File: config.mk
export PLATFORM = sky130hd
export DESIGN_NAME = instr_encoder
export DESIGN_NICKNAME = d
export VERILOG_FILES = /design/src/rtl/enc_pkg.sv /design/src/rtl/instr_pack.sv /design/src/rtl/instr_encoder.sv
export SDC_FILE = /design/constraint.sdc
export NUM_CORES = 1
export LEC_CHECK = 0
export CAP_MARGIN = 25
export CORE_MARGIN = 4
export CORE_UTILIZATION = 47
export CTS_CLUSTER_SIZE = 12
export DETAILED_ROUTE_END_ITERATION = 12
export PLACE_DENSITY = 0.85
export SYNTH_ARGS = -nofsm -noshare
export SYNTH_HDL_FRONTEND = slang
export SYNTH_SLANG_ARGS = --single-unit
File: constraint.sdc
create_clock -name clk -period 3.4 [get_ports clk]
set_clock_uncertainty 0.2 [all_clocks]
set_input_delay 0.51 -clock clk [delete_from_list [all_inputs] [get_ports clk]]
set_output_delay 0.51 -clock clk [all_outputs]
set_load 0.005 [all_outputs]
File: src/rtl/enc_pkg.sv
// Shared opcodes, field-bundle struct and FSM state type for the RV32I
// instruction encoder and its combinational packer.
package enc_pkg;

  localparam logic [6:0] OP_R = 7'b0110011;
  localparam logic [6:0] OP_I = 7'b0010011;
  localparam logic [6:0] OP_L = 7'b0000011;
  localparam logic [6:0] OP_S = 7'b0100011;
  localparam logic [6:0] OP_B = 7'b1100011;

  typedef enum logic [2:0] {
    CLS_R      = 3'd0,
    CLS_I_ALU  = 3'd1,
    CLS_LOAD   = 3'd2,
    CLS_STORE  = 3'd3,
    CLS_BRANCH = 3'd4
  } cls_e;

  typedef enum logic [1:0] {
    IDLE = 2'd0,
    RUN  = 2'd1,
    DONE = 2'd2
  } state_e;

  // cls kept as raw bits so reserved encodings 5-7 survive into the packer
  typedef struct packed {
    logic [2:0]  cls;
    logic [2:0]  f3;
    logic        f7_5;
    logic [4:0]  rd;
    logic [4:0]  rs1;
    logic [4:0]  rs2;
    logic [12:0] imm;
  } fields_t;

endpackage

File: src/rtl/instr_pack.sv
// Combinational RV32I field packer: decoded fields -> 32-bit word + illegal flag.
// Defining ENC_CHECK_EN adds encoding legality checks on top of reserved-class detection.
module instr_pack
  import enc_pkg::*;
(
  input  fields_t     f,
  output logic [31:0] word,
  output logic        illegal
);

  always_comb begin
    word    = '0;
    illegal = 1'b0;
    case (f.cls)
      CLS_R: begin
        word = {1'b0, f.f7_5, 5'b0, f.rs2, f.rs1, f.f3, f.rd, OP_R};
`ifdef ENC_CHECK_EN
        if (f.f7_5 && f.f3 != 3'b000 && f.f3 != 3'b101) illegal = 1'b1;
`endif
      end
      CLS_I_ALU: begin
        // shifts carry shamt in imm[4:0] and the arith/logical select in bit 30
        if (f.f3 == 3'b001 || f.f3 == 3'b101)
          word = {1'b0, f.f7_5, 5'b0, f.imm[4:0], f.rs1, f.f3, f.rd, OP_I};
        else
          word = {f.imm[11:0], f.rs1, f.f3, f.rd, OP_I};
`ifdef ENC_CHECK_EN
        if (f.f7_5 && f.f3 != 3'b101) illegal = 1'b1;
`endif
      end
      CLS_LOAD: begin
        word = {f.imm[11:0], f.rs1, f.f3, f.rd, OP_L};
`ifdef ENC_CHECK_EN
        if (f.f3 != 3'b010) illegal = 1'b1;
`endif
      end
      CLS_STORE: begin
        word = {f.imm[11:5], f.rs2, f.rs1, f.f3, f.imm[4:0], OP_S};
`ifdef ENC_CHECK_EN
        if (f.f3 != 3'b010) illegal = 1'b1;
`endif
      end
      CLS_BRANCH: begin
        word = {f.imm[12], f.imm[10:5], f.rs2, f.rs1, f.f3, f.imm[4:1], f.imm[11], OP_B};
`ifdef ENC_CHECK_EN
        if (f.imm[0]) illegal = 1'b1;
`endif
      end
      default: illegal = 1'b1;
    endcase
  end

endmodule

File: src/rtl/instr_encoder.sv
// Streams decoded RV32I field bundles into sequential instruction-memory writes.
// Legality checking is enabled by defining ENC_CHECK_EN (implemented in instr_pack).
module instr_encoder
  import enc_pkg::*;
#(
  parameter int  DEPTH = 64,
  parameter int  BASE  = 0,
  localparam int AW    = $clog2(DEPTH)
) (
  input  logic          clk,
  input  logic          rst_n,
  input  logic          start,
  input  logic          in_valid,
  output logic          in_ready,
  input  logic [2:0]    in_cls,
  input  logic [2:0]    in_funct3,
  input  logic          in_f7_5,
  input  logic [4:0]    in_rd,
  input  logic [4:0]    in_rs1,
  input  logic [4:0]    in_rs2,
  input  logic [12:0]   in_imm,
  input  logic          in_last,
  output logic          wr_en,
  input  logic          mem_ready,
  output logic [AW-1:0] wr_addr,
  output logic [31:0]   wr_data,
  output logic          done,
  output logic [AW:0]   count,
  output logic          err
);

  localparam logic [AW:0]   DEPTH_C   = (AW+1)'(DEPTH);
  localparam logic [AW-1:0] LAST_ADDR = AW'(DEPTH - 1);
  localparam logic [AW-1:0] BASE_ADDR = AW'(BASE);

  state_e      state;
  logic        last_pend;
  fields_t     f;
  logic [31:0] pk_word;
  logic        pk_ill;
  logic        wr_fire, accept, full_hit, prog_end;
  logic [AW:0] occ;

  assign f = '{cls: in_cls, f3: in_funct3, f7_5: in_f7_5, rd: in_rd,
               rs1: in_rs1, rs2: in_rs2, imm: in_imm};

  instr_pack u_pack (.f(f), .word(pk_word), .illegal(pk_ill));

  assign wr_fire  = wr_en & mem_ready;
  assign occ      = count + {{AW{1'b0}}, wr_en};
  // once the last bundle is taken nothing more enters until the program closes
  assign in_ready = (state == RUN) & ~last_pend & (~wr_en | mem_ready) & (occ < DEPTH_C);
  assign accept   = in_valid & in_ready;
  assign full_hit = (state == RUN) & in_valid & (count == DEPTH_C);
  assign prog_end = (state == RUN) & last_pend & (~wr_en | mem_ready);

  always_ff @(posedge clk or negedge rst_n) begin
    if (!rst_n) begin
      state     <= IDLE;
      last_pend <= 1'b0;
      wr_en     <= 1'b0;
      wr_addr   <= BASE_ADDR;
      wr_data   <= '0;
      count     <= '0;
      done      <= 1'b0;
      err       <= 1'b0;
    end else if (start) begin
      state     <= RUN;
      last_pend <= 1'b0;
      wr_en     <= 1'b0;
      wr_addr   <= BASE_ADDR;
      count     <= '0;
      done      <= 1'b0;
      err       <= 1'b0;
    end else begin
      done <= 1'b0;
      case (state)
        RUN: begin
          if (wr_fire) begin
            count <= count + (AW+1)'(1);
            if (wr_addr != LAST_ADDR) wr_addr <= wr_addr + AW'(1);
          end
          if (accept) begin
            last_pend <= in_last;
            if (pk_ill) begin
              wr_en <= 1'b0;
              err   <= 1'b1;
            end else begin
              wr_en   <= 1'b1;
              wr_data <= pk_word;
            end
          end else if (wr_fire) begin
            wr_en <= 1'b0;
          end
          if (full_hit) err <= 1'b1;
          if (prog_end) begin
            state     <= DONE;
            done      <= 1'b1;
            wr_en     <= 1'b0;
            last_pend <= 1'b0;
          end
        end
        DONE:    state <= IDLE;
        default: state <= IDLE;
      endcase
    end
  end

endmodule

* Word-level counts from Yosys, hierarchy flattened
Index checks and enable logic that the tools add are counted.
** Word-level totals
- Output and inout bits :: 49
- Register bits :: 51
** Cells by class
- Add/sub/neg operators :: 3
- Reduce and logical (&&, ||, !) cells :: 15
- Equal/unequal tests :: 11
- Muxes and demuxes :: 30
- Bitwise gates (word level) :: 13
- Order comparisons :: 1
** Operators with widths (count)
- case mux 32 bit (5 select lines) :: 1
- 2-to-1 mux 32 bit :: 1
- 2-to-1 mux 6 bit :: 4
- 2-to-1 mux 7 bit :: 3
- 2-to-1 mux 1 bit :: 18
- bitwise AND 1 bit :: 9
- adder 7 x 1 -> 7 bit :: 1
- adder 7 x 1 -> 7 bit, second input constant :: 1
- equality test 7 bit, second input constant :: 1
- less-than comparator 7 bit, second input constant :: 1
- adder 6 x 1 -> 6 bit, second input constant :: 1
- equality test 3 x 1 -> 1 bit, second input constant :: 2
- equality test 3 x 2 -> 1 bit, second input constant :: 2
- equality test 3 bit, second input constant :: 2
- 2-to-1 mux 2 bit :: 3
- != test 6 bit, second input constant :: 1
- AND reduction 2 bit :: 3
- AND reduction 3 bit :: 2
- nonzero test 2 bit :: 3
- nonzero test 3 bit :: 2
- OR reduction 5 bit :: 1
- AND reduction 4 bit :: 1
- nonzero test 4 bit :: 1
- zero test 3 bit :: 1
- 6 further kinds :: 8

* Logic depth before layout (Yosys ltp)
- Depth after elaboration :: 9
- Depth in mapped cells :: 8
- Mapped depth without buffers :: 6

* Modules after synthesis
A second synthesis with hierarchy kept.
** Unflattened totals
- Cells, all modules :: 251
- Area total of the unflattened synthesis :: 2864.0 um^2
** By module, submodules not included
- instr_encoder :: cells an instance 166, seq. area each 1276.2 um^2, area an instance 2267.2 um^2, instances 1
- instr_pack :: cells an instance 85, seq. area each 0.0 um^2, area an instance 596.8 um^2, instances 1

* Worst setup path before layout
No wires, ideal clock.
- Path type :: input to register
- From :: in in_cls[0]
- To :: reg wr_data[18]
- Buffers on the path :: 2
- Data arrival time :: 1.751 ns
- Stages on the path :: 6
- Path slack :: 1.321 ns
- Cell sequence :: buf_2 > o21ai_1 > nand4_1 > nor4b_2 > buf_2 > mux2_1
** On the way
- Cells in the longest elaborated chain, start to end :: 3
- Elaborated cells between the ends (all ways) :: 8
- Those cells by class :: eq/ne (4); mux (1); reduce/logical (3)
** Ends and longest elaborated chain
- start: declaration :: line instr_encoder.sv:15 : input logic [2:0] in_cls,
- equality test 3 x 2 -> 1 bit (tied with other cells) :: line instr_pack.sv:14 : case (f.cls)
- OR reduction 5 bit (no line)
- AND reduction 4 bit (no line)
- end signal: assignment :: line instr_encoder.sv:90 : wr_data <= pk_word;
- end: declaration :: line instr_encoder.sv:26 : output logic [31:0] wr_data,
Several ways; a longest one is shown, not always the timed one.
A chain may end at the register's enable or synchronous reset.

* Final worst setup path
- From :: in mem_ready
- To :: out in_ready
** On the way
- Cells in the longest elaborated chain, start to end :: 3
** Ends and longest elaborated chain
- start: declaration :: line instr_encoder.sv:24 : input logic mem_ready,
- OR 1 bit :: line instr_encoder.sv:52 : assign in_ready = (state == RUN) & ~last_pend & (~wr_en | mem_ready) & (occ < DEPTH_C);
- bitwise AND 1 bit (2 in a row) :: line instr_encoder.sv:52
- end: declaration :: line instr_encoder.sv:14 : output logic in_ready,
No other way between the ends.

==> results.tsv <==
stage	metric	value	unit
outcome	status	completed	
sta	Tmin final	2.830	ns
routing	routed vias/inst	5.164	
sta	unrepaired setup endpoints after global routing	no	
clocking	CTS tree	built	
routing	antenna-violating nets left	0	
setup_path	critical path required time	2.69	ns
floorplan	Die Span Y	78.18	microns
clocking	Clock Tree Buf Depth	2	
logic_synthesis	top_reg_cell synth	dfrtp_1	
setup_path	crit start category	primary input	
power	Peak VDD IR	421.8	uV
finish	Diodes inserted	0	
floorplan	cell row count	25	
placed_design	GP Congestion	0.8501	
routing	Post-Route WL	5487	microns
setup_path	CP peak stage delay	0.54	ns
logic_synthesis	Syn. warnings	0	
clocking	post-CTS setup buffers	0	
power	PD cells	592.9	mW/mm^2
placed_design	Cell Area, Placed	0.003252	sq mm
clocking	clk_lat worst skew	0.29	ns
min_path	Min-Delay Path Class	reg -> reg	
logic_synthesis	EDFF count, synth	0	
sta	Setup Total Neg Slack	0	ns
setup_path	worst path arrival time	2.12	ns
setup_path	Worst setup EP type	output port	
placed_design	Post-DP HPWL	4220	microns
sta	relative slew slack	0.5130	
power	Pleak	1.430	nW
setup_path	Most common cell on crit path	clkdlybuf4s50_1	
routing	Vias	1983	
logic_synthesis	Synth cell types	43	
sta	fmax	0.3534	GHz
routing	Pre-antenna DRT Iters	4	
logic_synthesis	Seq/Total Area, Yosys	0.5189	
sta	Worst Max-Slew Pin Slew	0.7229	ns
sta	Final Hold Vio Count	0	
clocking	CTS clk-pin slew, worst paths	0.09	ns
placed_design	port bufs	87	
routing	DRC	0	
clocking	TritonCTS buffer count	5	
setup_path	R2R Path Start	count[3]	
logic_synthesis	ys async rst share	1.000	
clocking	CTS resizes	0	
logic_synthesis	Yosys top cell area share	0.5189	
clocking	H-Tree Depth	2	
grt	total track usage	0.1870	
clocking	# clock sinks	48	
placed_design	dpl ws	0.5633	ns
finish	post-route cell area	0.003383	sq mm
grt	initial antenna violation count	0	
finish	most common cell after layout, fill and taps aside	clkdlybuf4s50_1	
grt	largest net degree at the start of global routing	49	
sta	final setup violation count	0	
logic_synthesis	Synth Cell Area	0.002315	sq mm
floorplan	Core Region	0.004755	sq mm
setup_path	worst setup path start	mem_ready	
finish	nets	360	
finish	area grow syn2layout	46.16	%
run	total of max-cap violations	0	
floorplan	# IOs	90	
floorplan	die footprint	0.006111	sq mm
sta	Slew Limit Fails	0	
power	Power Total	2.006	mW
routing	initial drt markers	86	
finish	number of fill cells	370	
floorplan	Chip Width	78.18	microns
placed_design	placed cells	375	
clocking	Root Buffer	clkbuf_8	
logic_synthesis	Synth Instances	229	
setup_path	CP cell instances	clkdlybuf4s50_1, nand2b_1, nand3_1, nor3b_1, clkdlybuf4s50_1	
min_path	hold_sp	wr_data[14]	
grt	total grt overflow	0	
setup_path	Critical Path Slowest Stage Cell	clkdlybuf4s50_1	
setup_path	Setup CP Type	in -> out	
sta	final period utilization	0.8322	
finish	Finished Core Util	0.7116	
setup_path	Crit Path Max Fanout	3	
sta	Final WS setup	0.5704	ns
logic_synthesis	Synth Register Bits	48	
routing	Avg WL per Cell	14.29	microns
logic_synthesis	post-synth top area cell	dfrtp_1	
finish	ratio of cells with drive above 1 in the final layout	0.05994	
grt	global-route wire length before repair	9108	microns
clocking	hold buffer count at CTS	1	
grt	vias in the first global route	1961	
logic_synthesis	top post-synthesis cells by area	dfrtp_1, nor2_1, mux2_1	
sta	Hold WS	0.2964	ns
finish	most frequent cells in the layout	clkdlybuf4s50_1, dfrtp_1, nor2_1, a21oi_1, inv_1	
finish	Non-Filler Instances	384	
floorplan	initial core utilization	0.4868	
logic_synthesis	Post-Syn Area per Cell	10.11	sq um
==> area by class of cell <==
class,instances,area [sq um],area share
flip-flops and latches,48,1201,0.3550
multi-input cells,156,997.2,0.2947
repair buffers,92,930.9,0.2751
well taps,67,83.83,0.02478
clock buffers,6,82.58,0.02441
inverters,13,48.80,0.01442
clock inverters,2,38.79,0.01146
==> state kept, by name (all words and copies together) (netlist names) <==
name and cells:
count 7, state 2, last_pend 1, done 1, err 1, wr_data 29, wr_en 1, wr_addr 6
==> synth_stat cells, types with 2 or more instances <==
cell type,count
nand2_1,7
and3_1,3
o21ai_1,7
dfrtp_1,48
o21ai_0,5
ha_1,3
a22oi_1,11
nor3_1,2
clkbuf_1,2
xor2_1,6
nand3b_1,3
mux2i_1,2
nand2b_1,2
buf_2,4
inv_1,13
xnor2_1,5
mux2_1,11
buf_4,5
nor2_1,37
a21oi_1,17
a31oi_1,2
o21a_1,2
nand3_1,12
==> layer usage <==
metal	vias up	wire, microns	global-route usage
li1	965	-	-
met1	948	2262	0.2356
met2	62	2820	0.3253
met3	8	306	0.03670
met4	0	98	0.05594
met5	-	0	0
==> path summary, 6_finish.rpt <==
path	end	slack [ns]	depth (start not counted)
hold reg to reg	wr_data[14]	0.30	1
max in group asynchronous	wr_data[24]	2.04	3
setup reg to reg	wr_data[17]	1.30	5
setup / recovery	in_ready	0.57	5
min in group asynchronous	wr_addr[3]	0.46	2
hold / removal	wr_data[14]	0.30	1
==> cells by family after synthesis <==
kind of cell,after synthesis,share of synthesized area
xor+xnor,11,0.04162
fa+ha+maj,3,0.01622
other cells,1,0.001620
buf+inv,26,0.05568
mux,14,0.06703
flops,48,0.5189
compound gates,49,0.1308
simple gates,77,0.1681
==> power breakdown <==
group	switching, mW	internal, mW	total (mW)
Combinational	0.269	0.472	0.742
Clock	0.179	0.240	0.419
Sequential	0.0964	0.749	0.845
==> critical path: cells and delay by family <==
kind                   cells  cell delay (ns)
buffers and inverters      2             1.03
AND/OR/NAND/NOR            3             0.59
Power figures use the tool's default switching activity.
